### src/rtl/sync_fifo_param.sv
// Single-clock parametrised FIFO with registered-read or FWFT output,
// almost-full/empty thresholds, occupancy count, flush and error pulses.
//
// Ports:
//   clk, rst      rising-edge clock, async active-high reset
//   clr           synchronous flush (wins over w_en/r_en)
//   w_en, data_in write request and data
//   r_en          read request (pop/acknowledge in FWFT mode)
//   data_out      read data (registered, or mem head when FWFT=1)
//   full, empty, almost_full, almost_empty, count  status from occupancy
//   overflow, underflow  one-cycle pulses for rejected write/read
module sync_fifo_param #(
    parameter int DATA_WIDTH = 8,
    parameter int DEPTH      = 16,
    parameter int AF_LEVEL   = DEPTH - 2,
    parameter int AE_LEVEL   = 2,
    parameter bit FWFT       = 1'b0
) (
    input  logic                    clk,
    input  logic                    rst,
    input  logic                    clr,
    input  logic                    w_en,
    input  logic                    r_en,
    input  logic [DATA_WIDTH-1:0]   data_in,
    output logic [DATA_WIDTH-1:0]   data_out,
    output logic                    full,
    output logic                    empty,
    output logic                    almost_full,
    output logic                    almost_empty,
    output logic [$clog2(DEPTH):0]  count,
    output logic                    overflow,
    output logic                    underflow
);

    localparam int ADDR_W = $clog2(DEPTH);
    localparam int CNT_W  = ADDR_W + 1;
    localparam logic [ADDR_W:0] PTR_ONE = {{ADDR_W{1'b0}}, 1'b1};

    logic [DATA_WIDTH-1:0] mem [DEPTH];
    logic [ADDR_W:0]       wr_ptr;
    logic [ADDR_W:0]       rd_ptr;
    logic [ADDR_W-1:0]     wr_idx;
    logic [ADDR_W-1:0]     rd_idx;
    logic                  rd_acc;
    logic                  wr_acc;

    assign wr_idx = wr_ptr[ADDR_W-1:0];
    assign rd_idx = rd_ptr[ADDR_W-1:0];

    // The wrap bit makes the pointer difference span 0..DEPTH, so the
    // occupancy comes straight from registered state with no extra counter.
    assign count = wr_ptr - rd_ptr;

    assign full         = (count == CNT_W'(DEPTH));
    assign empty        = (count == '0);
    assign almost_full  = (count >= CNT_W'(AF_LEVEL));
    assign almost_empty = (count <= CNT_W'(AE_LEVEL));

    // A write into a full FIFO succeeds only when a read frees a slot
    // on the same edge.
    assign rd_acc = r_en & ~empty;
    assign wr_acc = w_en & (~full | rd_acc);

    always_ff @(posedge clk or posedge rst) begin
        if (rst) begin
            wr_ptr    <= '0;
            rd_ptr    <= '0;
            overflow  <= 1'b0;
            underflow <= 1'b0;
        end else if (clr) begin
            wr_ptr    <= '0;
            rd_ptr    <= '0;
            overflow  <= 1'b0;
            underflow <= 1'b0;
        end else begin
            if (wr_acc) begin
                wr_ptr <= wr_ptr + PTR_ONE;
            end
            if (rd_acc) begin
                rd_ptr <= rd_ptr + PTR_ONE;
            end
            overflow  <= w_en & ~wr_acc;
            underflow <= r_en & empty;
        end
    end

    // Storage is not reset; the rst term keeps a write that coincides
    // with a held reset from landing in the array.
    always_ff @(posedge clk) begin
        if (wr_acc && !clr && !rst) begin
            mem[wr_idx] <= data_in;
        end
    end

    if (FWFT) begin : g_fwft
        assign data_out = mem[rd_idx];
    end else begin : g_reg
        logic [DATA_WIDTH-1:0] data_q;

        always_ff @(posedge clk or posedge rst) begin
            if (rst) begin
                data_q <= '0;
            end else if (clr) begin
                data_q <= '0;
            end else if (rd_acc) begin
                data_q <= mem[rd_idx];
            end
        end

        assign data_out = data_q;
    end

endmodule

### config.mk
export PLATFORM = sky130hd
export DESIGN_NAME = sync_fifo_param
export DESIGN_NICKNAME = d
export VERILOG_FILES = /design/src/rtl/sync_fifo_param.sv
export SDC_FILE = /design/constraint.sdc
export NUM_CORES = 1
export LEC_CHECK = 0
export CAP_MARGIN = 20
export CORE_MARGIN = 5
export CORE_UTILIZATION = 55
export DETAILED_ROUTE_END_ITERATION = 8
export HOLD_SLACK_MARGIN = 0.12
export PLACE_DENSITY = 0.73
export SLEW_MARGIN = 0
export SYNTH_ARGS = -nofsm -noshare
export SYNTH_HDL_FRONTEND = slang
export SYNTH_SLANG_ARGS = --single-unit
### constraint.sdc
create_clock -name clk -period 4 [get_ports clk]
set_input_delay 0.8 -clock clk [delete_from_list [all_inputs] [get_ports clk]]
set_output_delay 0.8 -clock clk [all_outputs]
set_load 0.1 [all_outputs]
# Word level (Yosys, flattened, before mapping)
# Memories as Yosys holds them, arrays and structs flattened.
# Index checks and enable logic that the tools add are counted.
[totals]
reg_bits = 20
ram_bits = 128
in_bits = 13
out_inout_bits = 19
elab_cells = 37
n_memories = 1
[op_classes]
addsub = 3
order_cmp = 2
eq_ne = 1
muxes = 10
bitwise_logic = 8
n_reduce_logical = 7
[memory_table]
columns = ["name", "depth", "word_bits", "read_ports", "rd_clocked_by_memory_dff", "wr", "line", "rtl"]
rows = [
  ["mem", 16, 8, 1, 0, 1, "39", "logic [DATA_WIDTH-1:0] mem [DEPTH];"],
]
[op_table]
columns = ["cell", "count"]
rows = [
  ["$mux W5", 4],
  ["$mux W8", 2],
  ["$add A5 B1 Y5 const B", 2],
  ["$eq A5 B5 Y1 const B", 1],
  ["$ge A5 B4 Y1 const B", 1],
  ["$le A5 B2 Y1 const B", 1],
  ["$logic_not A5 Y1", 1],
  ["$sub A5 B5 Y5", 1],
  ["$and A1 B1 Y1", 4],
  ["$mux W1", 4],
  ["$reduce_bool A2 Y1", 2],
  ["$not A1 Y1", 3],
  ["$logic_and A1 B1 Y1", 2],
  ["$logic_not A1 Y1", 2],
  ["$or A1 B1 Y1", 1],
]

# Logic depth before layout (Yosys ltp)
# Gate-level depths: netlist (run 1).
[depth]
ltp_word = 10
depth_mapped = 10
mapped_depth_nobuf = 9

# Least setup slack after synthesis (run 1)
# No wires, ideal clock.
[synth_timing]
kind = "register to output"
from = "reg wr_ptr[0]"
to = "out almost_empty"
arrival_ps = 7207
required_ps = 3200
slack_ps = -4007
stages_incl_launch_ff = 10
path_buffers = 1
cell_sequence = "dfrtp_1 inv_1 ha_1 fa_1 nand2b_1 a21oi_2 xor2_2 inv_2 clkbuf_1 a2111oi_0"
[synth_between]
elab_chain_cells = 2
[synth_lines]
columns = ["item", "line", "rtl"]
rows = [
  ["start: declaration", "40", "logic [ADDR_W:0] wr_ptr;"],
  ["start signal: assignment", "77", "wr_ptr <= wr_ptr + PTR_ONE;"],
  ["$sub A5 B5 Y5", "52", "assign count = wr_ptr - rd_ptr;"],
  ["via count[4]", "30", "output logic [$clog2(DEPTH):0] count,"],
  ["$le A5 B2 Y1", "57", "assign almost_empty = (count <= CNT_W'(AE_LEVEL));"],
  ["end: declaration", "29", "output logic almost_empty,"],
]
# The timed path passes the listed nets, and every way through them passes these cells.

# Final worst setup path (run 1)
[layout_timing]
from = "reg wr_ptr[0]"
to = "out empty"
[layout_between]
elab_chain_cells = 2
[layout_lines]
columns = ["item", "line", "rtl"]
rows = [
  ["$sub A5 B5 Y5", "52", ""],
  ["$logic_not A5 Y1", "55", "assign empty = (count == '0);"],
  ["end: declaration", "27", "output logic empty,"],
]
# Every way passes these cells.

==> results of run 1 <==
[Yosys cell counts (3+ instances only)]
cell	n
sky130_fd_sc_hd__a21oi_1	3
sky130_fd_sc_hd__a41oi_1	4
sky130_fd_sc_hd__and3_1	3
sky130_fd_sc_hd__buf_2	8
sky130_fd_sc_hd__clkbuf_1	11
sky130_fd_sc_hd__dfrtp_1	20
sky130_fd_sc_hd__edfxtp_1	128
sky130_fd_sc_hd__ha_1	9
sky130_fd_sc_hd__inv_1	8
sky130_fd_sc_hd__mux2_2	5
sky130_fd_sc_hd__mux2i_1	3
sky130_fd_sc_hd__mux4_2	31
sky130_fd_sc_hd__nand2_1	24
sky130_fd_sc_hd__nand3_1	7
sky130_fd_sc_hd__nand3b_1	3
sky130_fd_sc_hd__nand4_1	3
sky130_fd_sc_hd__nor2_1	19
sky130_fd_sc_hd__nor2b_1	6
sky130_fd_sc_hd__nor3_1	11
sky130_fd_sc_hd__nor4_1	4
sky130_fd_sc_hd__nor4b_1	4
sky130_fd_sc_hd__o2111ai_1	3
sky130_fd_sc_hd__o211ai_1	3
sky130_fd_sc_hd__o21ai_0	4
sky130_fd_sc_hd__o221ai_1	10
sky130_fd_sc_hd__o22a_1	5
sky130_fd_sc_hd__o22ai_1	3
sky130_fd_sc_hd__or3_1	5
sky130_fd_sc_hd__or4_1	5
[metrics by stage]
stage          utilization [%]  setup TNS, ps
6_report                  67.0              0
3_5_place_dp              62.1              0
3_3_place_gp              62.1              0
2_1_floorplan                -          -5560
4_1_cts                   67.0              0
5_1_grt                   67.0              0
[registers in the layout (all words and copies together), names as in the netlist]
name,count
data_out,8
mem,128
overflow,1
rd_ptr,5
underflow,1
wr_ptr,5
[metal layers]
| metal | part of all wire (%) | GRT usage (%) | vias to the layer above |
|---|---|---|---|
| li1 | - | - | 1636 |
| met1 | 38 | 25.9 | 1871 |
| met4 | 3.6 | 11.2 | 0 |
| met5 | 0 | 0 | - |
| met3 | 7.6 | 6.44 | 30 |
| met2 | 51 | 34.8 | 164 |
[cell families after synthesis]
logic type	count (synthesis)	share of synthesized area, %
xor gates and xnor gates	4	0.786
buffers and inverters	32	2.16
DFF	148	68.2
adders and majority gates	10	2.08
muxes	39	12.3
and+or+nand+nor	102	8.78
AOI/OAI and AO/OA	46	5.68
[worst max-delay path, stage by stage (launching register included)]
cell and delay (ps):
sky130_fd_sc_hd__dfrtp_1 450, sky130_fd_sc_hd__inv_2 90, sky130_fd_sc_hd__ha_4 170, sky130_fd_sc_hd__fa_2 420, sky130_fd_sc_hd__xnor2_2 340, sky130_fd_sc_hd__a211oi_2 100
sky130_fd_sc_hd__nor2_2 520, sky130_fd_sc_hd__nor2_1 170, sky130_fd_sc_hd__buf_12 210
[where the power goes]
group | internal, W | total, W | switching (W)
Sequential | 0.00176 | 0.00182 | 0.0000607
Combinational | 0.000869 | 0.00272 | 0.00185
Clock | 0.000915 | 0.00151 | 0.000597
Total | 0.00354 | 0.00605 | 0.00251
[final cells by class]
cell class	count	area (µm²)
clock inverters	12	133
inverters	10	37.5
well taps	143	179
clock buffers	19	433
flip-flops and latches	148	4350
repair buffers	54	523
multi-input cells	201	1970
fillers	756	3750
[worst paths after layout]
path	slack [ps]	to	startpoint	cells after the start
setup / recovery	330	empty	wr_ptr[0]	8
hold / removal	570	data_out[7]	data_out[7]	2
setup reg to reg	820	mem[5][5]	wr_ptr[0]	9
hold reg to reg	570	data_out[7]	data_out[7]	2
max in group asynchronous	2510	rd_ptr[0]	rst	2
min in group asynchronous	930	wr_ptr[1]	rst	2
==> flow_results.org, run 1 <==
** Layout
- Cells with a size suffix above 1 make up 27.0% of the layout.
- Leaving out fill and tap cells, the most frequent cell in the layout is sky130_fd_sc_hd__edfxtp_1.
- Top library cells by usage in the layout, fill and taps aside :: 128 x sky130_fd_sc_hd__edfxtp_1, 31 x sky130_fd_sc_hd__mux4_2, 27 x sky130_fd_sc_hd__buf_4
- Number of antenna cells inserted :: 0
- For this run, the post-layout net count is about 460.
- Number of standard cells in the layout, taps in and fillers out :: 587
- Signed area change from the synthesized netlist to the final layout :: 19.6%
- Once layout is done, the placed cells without fillers occupy approximately 7600 µm².

** Clock tree
- The clock passes through at most 2 buffers.
- CTS-repair resized insts :: 0
- CTS H-tree depth :: 4
- Number of buffers created by CTS :: 17
- Buffers added to address setup during post-CTS repair amount to 0.
- The later pin in the worst-skew pair is clocked with a latency of 410 ps.
- Clock-pin slew was measured on the worst setup and hold paths at 60 ps.
- CTS placed an instance of sky130_fd_sc_hd__clkbuf_16 at the clock tree root.
- Sinks on the clock net :: between 100 and 150
- Number of buffers inserted for hold repair after clock tree synthesis :: 0
- TritonCTS built the clock tree.

** Min path
- Class of the tightest hold or removal check :: reg -> reg

** Global routing
- Global routing consumed, over all layers together, between 20% and 30% of the routing resources.
- First-pass GRT wire length :: 22,300 µm
- Number of antenna violations at the first check in global routing :: 0
- Entering global routing, the biggest net connects 38 pins.
- Summed over all layers, the global routing overflow is 0.
- The number of global-route vias before repair is around 3,900.

** Floorplanning
- Initial core utilization :: 56.0%
- Placeable Area :: 11,400 µm²
- Overall die width :: between 100 and 150 µm
- After floorplanning, the core was divided into 39 placement rows.
- Die footprint :: around 14,000 µm²
- In this run the vertical extent of the chip is approximately 120 µm.
- 32 I/O pins were placed.

** STA
- Setup repair after global routing missed its margin :: no
- For the final database, setup skew stands at 6.17 ps.
- Normalized max-slew margin :: 34.9%
- The number of hold violations in the final report was 0.
- Finish-stage setup viols :: 0
- Subtracting the final worst setup slack from the clock period gives 3670 ps.
- Across all setup checks in the final design, the least slack found is between 300 and 400 ps.
- Max Fclk :: 0.272 GHz
- The final-report max-slew violation count came to 0.
- Hold is met by approximately 570 ps.
- At the pin with the least slew margin, the transition time is around 970 ps.
- Final period util :: between 90% and 100%

** Status
- The run finished with clean final reports.

** Drt
- Via total after detailed routing :: between 3,000 and 4,000
- Wirelength per Cell :: ~24 µm
- Residual DRC count :: 0
- The first routing iteration left between 400 and 500 violations.
- Number of optimization iterations in the first detailed-route pass :: 5
- Post-Route WL :: between 10,000 and 15,000 µm
- In the routed layout, each cell is associated on average with a via count of 6.30.
- The count of nets left with antenna violations once routing finished came out at 0.

** Yosys
- Dividing the synthesized area by the synthesized cell count gives 16.7 µm².
- Area leader, netlist :: sky130_fd_sc_hd__edfxtp_1
- Dominant register cell in the synthesized netlist :: sky130_fd_sc_hd__edfxtp_1
- Synthesis produced a netlist whose cell count is 381.
- Count of flip-flops with a built-in enable after synthesis :: approximately 130
- For this run, asynchronously set or reset flops after synthesis account for 13.5%.
- The netlist uses 55 different library cells.
- Synthesis inferred 148 register bits.
- In this run the biggest area consumer among cell types represents 60.3% of the synthesized area.
- Proportion of synthesized chip area in sequential cells :: about two thirds
- Number of nets in the synthesized netlist :: 404
- Total number of yosys warnings :: 0
- After synthesis the cells add up to 6370 µm².
- Yosys attributes the largest share of cell area to sky130_fd_sc_hd__edfxtp_1 60%, sky130_fd_sc_hd__mux4_2 11%, sky130_fd_sc_hd__dfrtp_1 7.9%.

** Place
- At the placement stage, the worst setup path has a slack of around 750 ps.
- Post-placement cell area :: between 7000 and 8000 µm²
- Number of buffers added on ports :: 31
- Routability congestion estimate from global placement :: between 0.8 and 0.9
- Summed over all nets, the half-perimeter wirelength after detailed placement is around 9100 µm.
- Total instance count after detailed placement :: about 560

** Worst setup path
- Data arrives at the worst endpoint at around 2900 ps.
- Critical path data required time :: 3200 ps
- The setup path with the least slack is of type reg -> out.
- STA classifies the critical path endpoint as an output pin.
- Of all nets on the critical path, the largest fanout is 16.
- STA classifies the critical path startpoint as a flop.

** Job
- Max_cap viols :: 0

** Pwr
- Power Total :: between 0.006 and 0.007 W
- Leak pwr :: between 2 and 3 nW
- The worst-case IR drop observed on VDD is approximately 1700 µV.
- Power spread over the standard cell area amounts to approximately 790 nW/µm².
Note: power is estimated with default switching activity, not from simulation.
==> run 2, diff against run 1 <==
- SKIP_LAST_GASP: not set -> 1
==> results of run 2 <==
Final layout, timing and power as in run 1 (identical DEF).
==> run 3, diff against run 2 <==
- SLEW_MARGIN: 0 -> not set
- TNS_END_PERCENT: not set -> 20
==> results of run 3 <==
Final layout, timing and power as in run 1 (identical DEF).
